--- src/rtl/alu_arbiter.sv ---
// -----------------------------------------------------------------------------
// alu_arbiter
//   Round-robin scheduler sharing one multi-cycle FP8 ALU (add/multiply)
//   between two requesters. Requests are taken over valid/ready. Legal
//   operations launch the ALU with a one-cycle restart pulse and then wait,
//   with a bounded timeout, for the ALU's output-valid. Illegal opcodes are
//   answered at once with an error flag. Every outcome is returned on one
//   tagged response channel.
//
// Ports
//   clock, reset                : rising-edge clock, synchronous active-low reset
//   reqN_valid/ready/a/b/op     : request channel of requester N (N = 0, 1)
//   resp_valid/ready            : response handshake
//   resp_data                   : ALU result (0 on error or timeout)
//   resp_id                     : requester the response belongs to
//   resp_err, resp_timeout      : illegal opcode / ALU never answered
//   alu_a, alu_b, alu_ctrl      : registered operands and opcode to the ALU
//   alu_restart                 : ALU active-high reset (launch pulse)
//   alu_y, alu_valid            : ALU result and is_output_valid
// -----------------------------------------------------------------------------
module alu_arbiter #(
    parameter int TIMEOUT = 15  // legal range 2..255
) (
    input  logic       clock,
    input  logic       reset,
    input  logic       req0_valid,
    output logic       req0_ready,
    input  logic [7:0] req0_a,
    input  logic [7:0] req0_b,
    input  logic [3:0] req0_op,
    input  logic       req1_valid,
    output logic       req1_ready,
    input  logic [7:0] req1_a,
    input  logic [7:0] req1_b,
    input  logic [3:0] req1_op,
    output logic       resp_valid,
    input  logic       resp_ready,
    output logic [7:0] resp_data,
    output logic       resp_id,
    output logic       resp_err,
    output logic       resp_timeout,
    output logic [7:0] alu_a,
    output logic [7:0] alu_b,
    output logic [3:0] alu_ctrl,
    output logic       alu_restart,
    input  logic [7:0] alu_y,
    input  logic       alu_valid
);

    localparam int            CW      = $clog2(TIMEOUT + 1);
    localparam logic [CW-1:0] CNT_MAX = CW'(TIMEOUT);
    localparam logic [3:0]    OP_ADD  = 4'b0001;
    localparam logic [3:0]    OP_MUL  = 4'b0010;

    typedef enum logic [1:0] {
        S_IDLE,
        S_LAUNCH,
        S_WAIT,
        S_RESP
    } state_t;

    state_t        state_q;
    logic          last_grant_q;
    logic [CW-1:0] cnt_q;
    logic [7:0]    alu_a_q;
    logic [7:0]    alu_b_q;
    logic [3:0]    alu_ctrl_q;
    logic [7:0]    resp_data_q;
    logic          resp_id_q;
    logic          resp_err_q;
    logic          resp_timeout_q;

    // Grant selection for the IDLE state.
    logic       grant_valid_d;
    logic       grant_id_d;
    logic [7:0] sel_a_d;
    logic [7:0] sel_b_d;
    logic [3:0] sel_op_d;
    logic       sel_legal_d;
    logic       accept;

    // NOTE: every signal written in always_comb is assigned at the top of the
    // block, so no path through it can leave a value held (no latch).
    always_comb begin
        grant_valid_d = req0_valid | req1_valid;
        grant_id_d    = req1_valid;
        // On a tie the requester that was not served last wins.
        if (req0_valid && req1_valid) begin
            grant_id_d = ~last_grant_q;
        end
        sel_a_d     = grant_id_d ? req1_a  : req0_a;
        sel_b_d     = grant_id_d ? req1_b  : req0_b;
        sel_op_d    = grant_id_d ? req1_op : req0_op;
        sel_legal_d = (sel_op_d == OP_ADD) || (sel_op_d == OP_MUL);
    end

    // Ready is gated by reset so nothing is acknowledged while it is held.
    assign accept     = reset && (state_q == S_IDLE) && grant_valid_d;
    assign req0_ready = accept && !grant_id_d;
    assign req1_ready = accept &&  grant_id_d;

    // The ALU is held in restart for as long as reset is low, not only from
    // the first sampling edge onwards.
    assign alu_restart  = !reset || (state_q == S_LAUNCH);

    assign resp_valid   = (state_q == S_RESP);
    assign resp_data    = resp_data_q;
    assign resp_id      = resp_id_q;
    assign resp_err     = resp_err_q;
    assign resp_timeout = resp_timeout_q;
    assign alu_a        = alu_a_q;
    assign alu_b        = alu_b_q;
    assign alu_ctrl     = alu_ctrl_q;

    // NOTE: state is updated with non-blocking assignments so every register
    // in this block samples the values from before the edge, independent of
    // statement order.
    always_ff @(posedge clock) begin
        if (!reset) begin
            state_q        <= S_IDLE;
            last_grant_q   <= 1'b1;  // req0 wins the first tie
            cnt_q          <= '0;
            alu_a_q        <= '0;
            alu_b_q        <= '0;
            alu_ctrl_q     <= '0;
            resp_data_q    <= '0;
            resp_id_q      <= 1'b0;
            resp_err_q     <= 1'b0;
            resp_timeout_q <= 1'b0;
        end else begin
            case (state_q)
                S_IDLE: begin
                    if (grant_valid_d) begin
                        resp_id_q <= grant_id_d;
                        if (sel_legal_d) begin
                            alu_a_q    <= sel_a_d;
                            alu_b_q    <= sel_b_d;
                            alu_ctrl_q <= sel_op_d;
                            state_q    <= S_LAUNCH;
                        end else begin
                            // Illegal opcode: answer at once, ALU untouched.
                            resp_err_q  <= 1'b1;
                            resp_data_q <= '0;
                            state_q     <= S_RESP;
                        end
                    end
                end
                S_LAUNCH: begin
                    cnt_q   <= '0;
                    state_q <= S_WAIT;
                end
                S_WAIT: begin
                    // Valid at count 0 may be left over from the previous
                    // operation, so it is only trusted from count 1 onwards.
                    // A valid result beats a simultaneous timeout.
                    if ((cnt_q != '0) && alu_valid) begin
                        resp_data_q <= alu_y;
                        state_q     <= S_RESP;
                    end else if (cnt_q == CNT_MAX) begin
                        resp_data_q    <= '0;
                        resp_timeout_q <= 1'b1;
                        state_q        <= S_RESP;
                    end else begin
                        // Only reached below CNT_MAX, so the count never wraps.
                        cnt_q <= cnt_q + CW'(1);
                    end
                end
                S_RESP: begin
                    if (resp_ready) begin
                        last_grant_q   <= resp_id_q;
                        resp_err_q     <= 1'b0;
                        resp_timeout_q <= 1'b0;
                        state_q        <= S_IDLE;
                    end
                end
                default: state_q <= S_IDLE;
            endcase
        end
    end

endmodule

--- config.mk ---
export PLATFORM = sky130hd
export DESIGN_NAME = alu_arbiter
export DESIGN_NICKNAME = d
export VERILOG_FILES = /design/src/rtl/alu_arbiter.sv
export SDC_FILE = /design/constraint.sdc
export NUM_CORES = 1
export LEC_CHECK = 0
export ABC_CLOCK_PERIOD_IN_PS = 2630
export CORE_MARGIN = 2
export CORE_UTILIZATION = 40
export CTS_CLUSTER_DIAMETER = 200
export CTS_CLUSTER_SIZE = 8
export DETAILED_ROUTE_END_ITERATION = 8
export PLACE_DENSITY_LB_ADDON = 0.25
export SLEW_MARGIN = 25
export SYNTH_ARGS = -nofsm -noshare
export SYNTH_HDL_FRONTEND = slang
export SYNTH_SLANG_ARGS = --single-unit
--- constraint.sdc ---
create_clock -name clock -period 2.63 [get_ports clock]
set_input_delay 0.526 -clock clock [delete_from_list [all_inputs] [get_ports clock]]
set_output_delay 0.526 -clock clock [all_outputs]
set_load 0.05 [all_outputs]
==> key figures, run 1 <==
Run status
  – Status: complete, no violations

Worst setup path
  – Crit path arrival time: 1880 ps
  – Worst Reg-to-Reg Cells: 7
  – Type of element capturing the critical path: output port
  – Worst-path fanout max: 7
  – Worst Setup Start Kind: flop
  – Setup CP Type: reg -> out
  – WP data required: around 2100 ps

Synthesis
  – Ys async rst share: 0%
  – Largest family of logic cells by synthesized area: compound AO/OA/AOI/OAI gates
  – Number of synthesized flops with an enable pin: 0
  – Compound-Gate Fraction of Synth Area: between 20% and 30%
  – Synth area leader: dfxtp_1
  – Top cells by area, synth: dfxtp_1 (40%), mux2i_1 (9.0%), a211oi_2 (6.6%)
  – Synth Area in Adders: between 4 and 5%
  – Warnings from Yosys: 0
  – Netlist cell types: 34
  – Seq cells post-synth: 38
  – Post-Synthesis Cell Area: roughly 1900 um^2
  – Synth Area per Inst: between 8 and 9 um^2
  – Gate count after technology mapping: 210
  – Main synth FF type: dfxtp_1
  – Simple-Gate Fraction of Synth Area: 16.7%
  – Register area share after synthesis: between 40% and 50%
  – Top cell type's share of synthesized area: 40.4%
  – Mux cell area share after synthesis: under 10%
  – Synth Area in XOR/XNOR: between 1.5 and 2%
  – Syn nets: ~270

Place
  – Port Buf Inserts: a little under 90
  – RD Place Congestion: 0.786
  – Dpl hpwl: roughly 3600 um
  – Post-Place Cell Area: roughly 2900 um^2

Routing
  – Post-DR vias/cell: between 5 and 6
  – WL/cell: 13.5 um
  – Starting DRT DRC Count: 89
  – Antenna viol nets, final: 0
  – DR pass1 iterations: 4
  – Via count: 1,816
  – WL final: 4740 um
  – Residual DRC count: 0

Global routing
  – Pin count of the biggest net entering global routing: 38
  – GRT Util Overall: roughly a fifth
  – Global-route wire length before repair: about 8000 um
  – Gr ovfl total: 0
  – Number of global-route vias before repair: ~1.8k
  – Initial antenna violation count: 0

STA
  – RSZ-0062 raised after global routing: no
  – Fin crit share: a little over 90%
  – Worst Clk Skew: 2.71 ps
  – Fin. Hold Viols: 0
  – Slew @ Worst Pin: ~650 ps
  – Final Setup Violations: 0
  – Worst rel slew slack: a little under three fifths
  – Tmin final: roughly 2400 ps
  – Final slew viol count: 0
  – Highest clock rate: around 410 MHz
  – Setup TNS: 0 ps

Clock network
  – Clk pin slew, worst setup/hold paths: approximately 70 ps
  – Htree depth: 2
  – Clock Latency Late Sink: between 200 and 300 ps
  – Max clock buf depth: 2
  – Clock sinks: 38
  – CTS Root Cell: clkbuf_8
  – Hold_buf cts: 0
  – CTS buffer count: 5
  – Resized cells post-CTS: 0
  – CTS tree: yes
  – Postcts setup bufs: 0

Floorplanning
  – DIE AREA: 5270 um^2
  – Die width: approximately 73 um
  – Effective utilization at floorplan: 42.4%
  – Die Y: around 73 um
  – Row count: 24
  – Core box area: between 4000 and 5000 um^2
  – I/O pins: 89

Run
  – Max Cap Violations: 0

Power
  – P_leak: 1.10 nW
  – Peak supply drop: about 0.00037 V
  – PD cells: between 700 and 800 nW/um^2

Worst hold path
  – Worst hold path depth: 2
  – Worst min path class: reg -> reg

Final layout
  – Diodes inserted: 0
  – Layout area overhead: 57.9%
  – Layout cells sized above 1: between 10% and 20%
  – Final net count: between 300 and 400
  – Final non-filler cell area: between 2000 and 3000 um^2
[flip-flops by register name, summed over array words and instances, names as in the netlist]
signal / count
resp_timeout: 1
alu_a: 8
resp_id: 1
resp_data: 8
alu_b: 8
resp_err: 1
cnt_q: 4
last_grant_q: 1
alu_ctrl: 4
state_q: 2
[layer usage]
metal / global-route usage, % / wire length, um
met1: 22.4 / 2010
met3: 4.14 / 270
met5: 0 / 0
met2: 33.0 / 2370
met4: 7.20 / 86
[kinds of logic (layout without fill, tap and decap cells)]
logic type,after synthesis,in the layout
compound gates,52,52
mux,17,17
xor+xnor,4,4
buf+inv,21,111
fa+ha+maj,7,7
simple gates,71,71
flops,38,38
[path summary, 6_finish.rpt]
check                    start  slack (ps)           end
setup / recovery    state_q[0]         220    resp_valid
hold / removal    resp_data[4]         470  resp_data[4]
setup reg to reg    state_q[0]         670  resp_data[2]
hold reg to reg   resp_data[4]         470  resp_data[4]
[cells in the final DEF, fill, tap and decap left out, types with 3 or more instances in the layout]
cell type and count:
nor2_1 27, a211oi_2 10, clkdlybuf4s50_1 85, a311oi_1 3, o21ai_0 4, mux2i_1 17
nor3b_1 3, buf_4 4, dfxtp_1 38, a21oi_1 10, buf_12 5, nand3_1 8
clkbuf_8 5, o22ai_1 8, ha_1 7, inv_1 9, nand2_1 23, a211oi_1 8
nand2b_1 4
[cell usage after synthesis, types with 2 or more instances]
| cell | instances |
|---|---|
| a211oi_1 | 8 |
| a211oi_2 | 10 |
| a21boi_1 | 2 |
| a21oi_1 | 10 |
| a311oi_1 | 3 |
| buf_2 | 4 |
| buf_6 | 2 |
| clkbuf_1 | 5 |
| dfxtp_1 | 38 |
| ha_1 | 7 |
| inv_1 | 9 |
| mux2i_1 | 17 |
| nand2_1 | 23 |
| nand2b_1 | 4 |
| nand3_1 | 8 |
| nand4_1 | 2 |
| nor2_1 | 27 |
| nor3b_1 | 3 |
| o21ai_0 | 4 |
| o22ai_1 | 8 |
| xnor2_1 | 2 |
| xor2_1 | 2 |
[through the flow]
stage / utilization (%) / setup WS, ps / hold WS, ps / total power [mW] / cells
final: 66.9 / 219 / 471 / 2.14 / 352
after global routing: 66.9 / 154 / 487 / 2.28 / 352
after CTS: 66.9 / 221 / 472 / 2.16 / 352
after detailed placement: 64.4 / 58.3 / 459 / 1.67 / 344
after global placement: 64.4 / 101 / 458 / 1.66 / 344
after floorplan: - / 351 / 460 / 1.34 / 210
[worst max-delay path, cell delays in order (launching register included)]
cell and delay [ps]:
dfxtp_1 390, ha_1 330, clkdlybuf4s50_1 880
[cell type report]
| cell class | instances | area [um^2] |
|---|---|---|
| fillers | 374 | 1470 |
| multi-input cells | 151 | 1020 |
| repair buffers | 94 | 981 |
| flip-flops and latches | 38 | 761 |
| clock buffers | 5 | 68.8 |
| well taps | 52 | 65.1 |
| clock inverters | 3 | 40.0 |
| inverters | 9 | 33.8 |
[power breakdown]
part           switching [mW]  internal [mW]
combinational           0.567          0.407
sequential             0.0477          0.644
clock                   0.194          0.279
Note: power is estimated with default switching activity, not from simulation.
==> inputs of run 2 (changes only) <==
--- a/config.mk
+++ b/config.mk
@@ -6,12 +6,13 @@
 export NUM_CORES = 1
 export LEC_CHECK = 0
 export ABC_CLOCK_PERIOD_IN_PS = 2630
-export CORE_MARGIN = 2
+export CORE_MARGIN = 5
 export CORE_UTILIZATION = 40
 export CTS_CLUSTER_DIAMETER = 200
 export CTS_CLUSTER_SIZE = 8
 export DETAILED_ROUTE_END_ITERATION = 8
 export PLACE_DENSITY_LB_ADDON = 0.25
+export SKIP_LAST_GASP = 1
 export SLEW_MARGIN = 25
 export SYNTH_ARGS = -nofsm -noshare
 export SYNTH_HDL_FRONTEND = slang
==> run 2 against run 1 <==
Effect of this change: wire length grew 3.7%; register-to-register slack about the same; via count decreased by 1.5%; core utilization shrank 3.5 points; sequential power is essentially flat; clock skew grew 2.6 ps; sequential cell count did not move; clock power is 14% lower; die area is 17% higher; critical path depth did not move; largest power group unchanged.
==> key figures, run 2 (synthesis gave the netlist of run 1 again) <==
Run status
  – Status: complete, no violations (unchanged)

Clock network
  – Clock sinks: 38 (unchanged)
  – Max clock buf depth: 2 (unchanged)
  – CTS buffer count: 5 (unchanged)
  – Htree depth: 2 (unchanged)
  – Postcts setup bufs: 0 (unchanged)
  – CTS Root Cell: clkbuf_8 (unchanged)
  – Clock Latency Late Sink: 290 ps (was 280 ps)
  – Clk pin slew, worst setup/hold paths: 70 ps (about the same)
  – CTS tree: yes (unchanged)
  – Resized cells post-CTS: 0 (unchanged)
  – Hold_buf cts: 0 (unchanged)

Final layout
  – Most common cell after layout, fill and taps aside: clkdlybuf4s50_1 (unchanged)
  – Layout area overhead: 56.8% (was 57.9%)
  – Diodes inserted: 0 (unchanged)
  – Final net count: 361 (was 360)
  – Fill cells: 421 (was 374)
  – Final non-filler cell area: 2950 um^2 (was 2970 um^2)
  – Commonest cells after routing, fill and taps aside: clkdlybuf4s50_1 (85), dfxtp_1 (38), nor2_1 (27) (unchanged)
  – Layout Cells excl Fill: 355 (was 352)
  – Layout cells sized above 1: 10.3% (about the same)

STA
  – Worst rel slew slack: 58.8% (was 56.6%)
  – Tmin final: 2410 ps (about the same)
  – Fin crit share: 91.5% (was 91.7%)
  – Worst Clk Skew: 5.28 ps (was 2.71 ps)
  – Fin. Hold Viols: 0 (unchanged)
  – Final slew viol count: 0 (unchanged)
  – Slew @ Worst Pin: 617 ps (was 650 ps)
  – Post-route setup slack: 222 ps (was 219 ps)
  – Highest clock rate: 415 MHz (about the same)
  – Setup TNS: 0 ps (unchanged)
  – Final Setup Violations: 0 (unchanged)
  – RSZ-0062 raised after global routing: no (unchanged)

Place
  – Dpl hpwl: 3850 um (was 3570 um)
  – Setup WS pre-CTS: 41.2 ps (was 58.3 ps)
  – Placed Cells: 347 (was 344)
  – Port Buf Inserts: 88 (unchanged)
  – RD Place Congestion: 0.797 (was 0.786)
  – Post-Place Cell Area: 2860 um^2 (about the same)

Floorplanning
  – DIE AREA: 6180 um^2 (was 5270 um^2)
  – Die Y: 78.6 um (was 72.6 um)
  – I/O pins: 89 (unchanged)
  – Core box area: 4660 um^2 (was 4440 um^2)
  – Effective utilization at floorplan: 40.4% (was 42.4%)
  – Die width: 78.6 um (was 72.6 um)
  – Row count: 25 (was 24)

Global routing
  – Pin count of the biggest net entering global routing: 38 (unchanged)
  – GRT Util Overall: 16.3% (was 18.8%)
  – Initial antenna violation count: 0 (unchanged)
  – Global-route wire length before repair: 8070 um (was 7960 um)
  – Number of global-route vias before repair: 1,764 (was 1,786)
  – Gr ovfl total: 0 (unchanged)

Worst hold path
  – Hold EP: resp_data[1] (was resp_data[4])
  – Worst min path class: reg -> reg (unchanged)
  – HP Start: resp_data[1] (was resp_data[4])
  – Worst hold path depth: 2 (unchanged)

Worst setup path
  – WP data required: 2100 ps (about the same)
  – Worst Reg-to-Reg Cells: 7 (unchanged)
  – R2R Setup Slk: 670 ps (about the same)
  – Critical path origin: state_q[0] (unchanged)
  – Reg2Reg Capture Point: resp_data[7] (was resp_data[2])
  – Crit path arrival time: 1880 ps (about the same)
  – R2r startpoint: state_q[0] (unchanged)
  – Worst-path fanout max: 7 (unchanged)
  – Worst Setup Start Kind: flop (unchanged)
  – Setup CP Type: reg -> out (unchanged)
  – Type of element capturing the critical path: output port (unchanged)

Power
  – P_leak: 1.09 nW (was 1.10 nW)
  – PD cells: 699 nW/um^2 (was 719 nW/um^2)
  – Total chip power: 2.06 mW (was 2.14 mW)
  – Peak supply drop: 0.000408 V (was 0.000368 V)

Routing
  – Starting DRT DRC Count: 101 (was 89)
  – WL/cell: 13.8 um (was 13.5 um)
  – WL final: 4910 um (was 4740 um)
  – WL met3: 269 um (was 270 um)
  – Residual DRC count: 0 (unchanged)
  – DR pass1 iterations: 4 (unchanged)
  – Antenna viol nets, final: 0 (unchanged)
  – Via count: 1,789 (was 1,816)
  – M1 WL: 2060 um (was 2010 um)
  – Routed wire length on met2: 2490 um (was 2370 um)
  – Post-DR vias/cell: 5.04 (was 5.16)
  – Top Layer Used: met4 (unchanged)

Run
  – Max Cap Violations: 0 (unchanged)
## run 2: cell count changes in the layout (fill, tap and decap cells not counted), sizes merged
cell	before	now
clkbuf	5	7
buf	9	10
bufinv	1	0
clkinv	2	1
## run 2: stage by stage
step                      hold slack (ps)  utilization, %
after floorplan                       460               -
after global placement                456            61.4
after detailed placement              458            61.4
after CTS                             471            63.4
after global routing                  491            63.4
final                                 466            63.4
## run 2: layer usage
layer  up-vias  global-route usage (%)
met5         -                       0
met4         0                    6.99
met3         9                    3.33
met2        45                    29.0
met1       809                    18.6
li1        926                       -
## run 2: worst max path at each step
stage,to,cells after the start
after global routing,resp_valid,2
after global placement,resp_data[4],6
after floorplan,req1_ready,4
final,resp_valid,2
after CTS,resp_valid,2
after detailed placement,resp_data[2],6
## run 2: critical path: stages (launching register included)
cell	delay (ps)
dfxtp_1	390
ha_1	330
clkdlybuf4s50_1	870
## run 2: area by class of cell
cell class,count,area [um^2],share of cell area (%)
clock buffer,7,86.3,2.92
sequential,38,761,25.8
clock inverter,1,5.00,0.169
inverter,9,33.8,1.14
timing repair buffer,95,976,33.1
multi-input combinational,151,1020,34.7
tap,54,67.6,2.29
## run 2: where the power goes
part | internal, mW | total [mW] | switching (mW)
combinational | 0.405 | 0.968 | 0.563
clock | 0.211 | 0.406 | 0.195
sequential | 0.644 | 0.690 | 0.0462
==> inputs of run 3 (changes only) <==
--- a/config.mk
+++ b/config.mk
@@ -6,8 +6,9 @@
 export NUM_CORES = 1
 export LEC_CHECK = 0
 export ABC_CLOCK_PERIOD_IN_PS = 2630
+export CAP_MARGIN = 20
 export CORE_MARGIN = 5
-export CORE_UTILIZATION = 40
+export CORE_UTILIZATION = 44
 export CTS_CLUSTER_DIAMETER = 200
 export CTS_CLUSTER_SIZE = 8
 export DETAILED_ROUTE_END_ITERATION = 8
==> run 3 against run 2 <==
Effect of this change: sequential cell count is the same; non-clock buffer count is 1 lower; sequential power hardly changed; first-iteration DRC count is 33% lower; critical path depth stayed put; largest cell class unchanged; wire length increased by 2.0%; clock-buffer cell count unchanged; via count rose by 2.3%; final cell count decreased by 1.7%; die area decreased by 8.0%; critical path type unchanged; global-route usage grew 2.5 points; power shrank 2.0%.
==> key figures, run 3 (synthesis gave the netlist of run 1 again) <==
Place
  – Post-Place Cell Area: 2850 um^2 (was 2860 um^2)
  – Setup WS pre-CTS: 38.7 ps (was 41.2 ps)
  – Port Buf Inserts: 88 (unchanged)
  – RD Place Congestion: 0.838 (was 0.797)
  – Dpl hpwl: 3960 um (was 3850 um)
  – Placed Cells: 342 (was 347)

Worst setup path
  – WP data required: 2100 ps (about the same)
  – Worst Setup Start Kind: flop (unchanged)
  – Worst-path fanout max: 7 (unchanged)
  – Crit path arrival time: 1860 ps (was 1880 ps)
  – Setup CP Type: reg -> out (unchanged)
  – Type of element capturing the critical path: output port (unchanged)

Floorplanning
  – Die Y: 75.4 um (was 78.6 um)
  – Effective utilization at floorplan: 46.1% (was 40.4%)
  – Core box area: 4090 um^2 (was 4660 um^2)
  – Row count: 23 (was 25)
  – Die width: 75.4 um (was 78.6 um)
  – I/O pins: 89 (unchanged)
  – DIE AREA: 5690 um^2 (was 6180 um^2)

Final layout
  – Layout cells sized above 1: 9.36% (was 10.3%)
  – Diodes inserted: 0 (unchanged)
  – Commonest cells after routing, fill and taps aside: clkdlybuf4s50_1 (85), dfxtp_1 (38), nor2_1 (27) (unchanged)
  – Fill cells: 327 (was 421)
  – Multi-input gate area: 1020 um^2 (unchanged)
  – Layout area overhead: 55.3% (was 56.8%)
  – Final non-filler cell area: 2930 um^2 (was 2950 um^2)
  – Most common cell after layout, fill and taps aside: clkdlybuf4s50_1 (unchanged)
  – Reg area: 761 um^2 (unchanged)
  – Layout Cells excl Fill: 349 (was 355)
  – Final net count: 360 (was 361)

Global routing
  – Initial antenna violation count: 0 (unchanged)
  – Gr ovfl total: 0 (unchanged)
  – GRT Util Overall: 18.7% (was 16.3%)
  – Number of global-route vias before repair: 1,905 (was 1,764)
  – Pin count of the biggest net entering global routing: 38 (unchanged)
  – Global-route wire length before repair: 8140 um (was 8070 um)

Clock network
  – CTS buffer count: 5 (unchanged)
  – Clk pin slew, worst setup/hold paths: 70 ps (about the same)
  – Hold_buf cts: 0 (unchanged)
  – Resized cells post-CTS: 0 (unchanged)
  – Postcts setup bufs: 0 (unchanged)
  – Max clock buf depth: 2 (unchanged)
  – Htree depth: 2 (unchanged)
  – CTS tree: yes (unchanged)
  – Clock Latency Late Sink: 280 ps (was 290 ps)
  – Clock sinks: 38 (unchanged)
  – CTS Root Cell: clkbuf_8 (unchanged)

STA
  – Fin crit share: 90.9% (was 91.5%)
  – Fin. Hold Viols: 0 (unchanged)
  – Setup TNS: 0 ps (unchanged)
  – Tmin final: 2390 ps (was 2410 ps)
  – Worst Clk Skew: 4.39 ps (was 5.28 ps)
  – Final Setup Violations: 0 (unchanged)
  – Final slew viol count: 0 (unchanged)
  – Post-route setup slack: 239 ps (was 222 ps)
  – RSZ-0062 raised after global routing: no (unchanged)
  – Worst rel slew slack: 60.0% (was 58.8%)
  – Slew @ Worst Pin: 598 ps (was 617 ps)
  – Highest clock rate: 418 MHz (was 415 MHz)

Run status
  – Status: complete, no violations (unchanged)

Power
  – PD cells: 691 nW/um^2 (was 699 nW/um^2)
  – Total chip power: 2.02 mW (was 2.06 mW)
  – P_leak: 1.08 nW (was 1.09 nW)
  – Peak supply drop: 0.000453 V (was 0.000408 V)

Worst hold path
  – Worst min path class: reg -> reg (unchanged)

Routing
  – Residual DRC count: 0 (unchanged)
  – Post-DR vias/cell: 5.24 (was 5.04)
  – WL/cell: 14.4 um (was 13.8 um)
  – WL final: 5010 um (was 4910 um)
  – Antenna viol nets, final: 0 (unchanged)
  – Via count: 1,830 (was 1,789)
  – Starting DRT DRC Count: 68 (was 101)
  – DR pass1 iterations: 4 (unchanged)

Run
  – Max Cap Violations: 0 (unchanged)
[run 3: critical path, stage by stage, from the launching register on]
cell and delay [ps]:
dfxtp_1 400, ha_1 330, clkdlybuf4s50_1 860
[run 3: power breakdown]
part           switching [mW]  internal, mW
Sequential             0.0484         0.644
Clock                   0.180         0.182
Combinational           0.570         0.398
[run 3: worst paths after layout]
path,end,slack (ps),start,depth (start not counted)
setup / recovery,resp_valid,240,state_q[1],2
hold / removal,resp_data[1],470,resp_data[1],2
hold reg to reg,resp_data[1],470,resp_data[1],2
setup reg to reg,resp_data[2],630,cnt_q[0],7
[run 3: cell type report]
cell class,instances,area share [%]
Multi-Input combinational cell,151,35.0
Timing Repair Buffer,94,33.1
Sequential cell,38,26.0
Clock buffer,7,2.61
Tap cell,50,2.14
Inverter,9,1.15
[run 3: metrics by stage]
stage          utilization, %  hold WS [ps]
6_report                 71.6           474
5_1_grt                  71.6           497
4_1_cts                  71.6           473
3_5_place_dp             69.7           463
3_3_place_gp             69.7           458
2_1_floorplan               -           460
[run 3: layer usage]
layer	GRT usage (%)	vias to the layer above	routed length, um
met5	0	-	0
met4	7.38	0	105
met3	3.83	11	344
met2	35.9	58	2650
met1	19.8	841	1910
li1	-	920	-
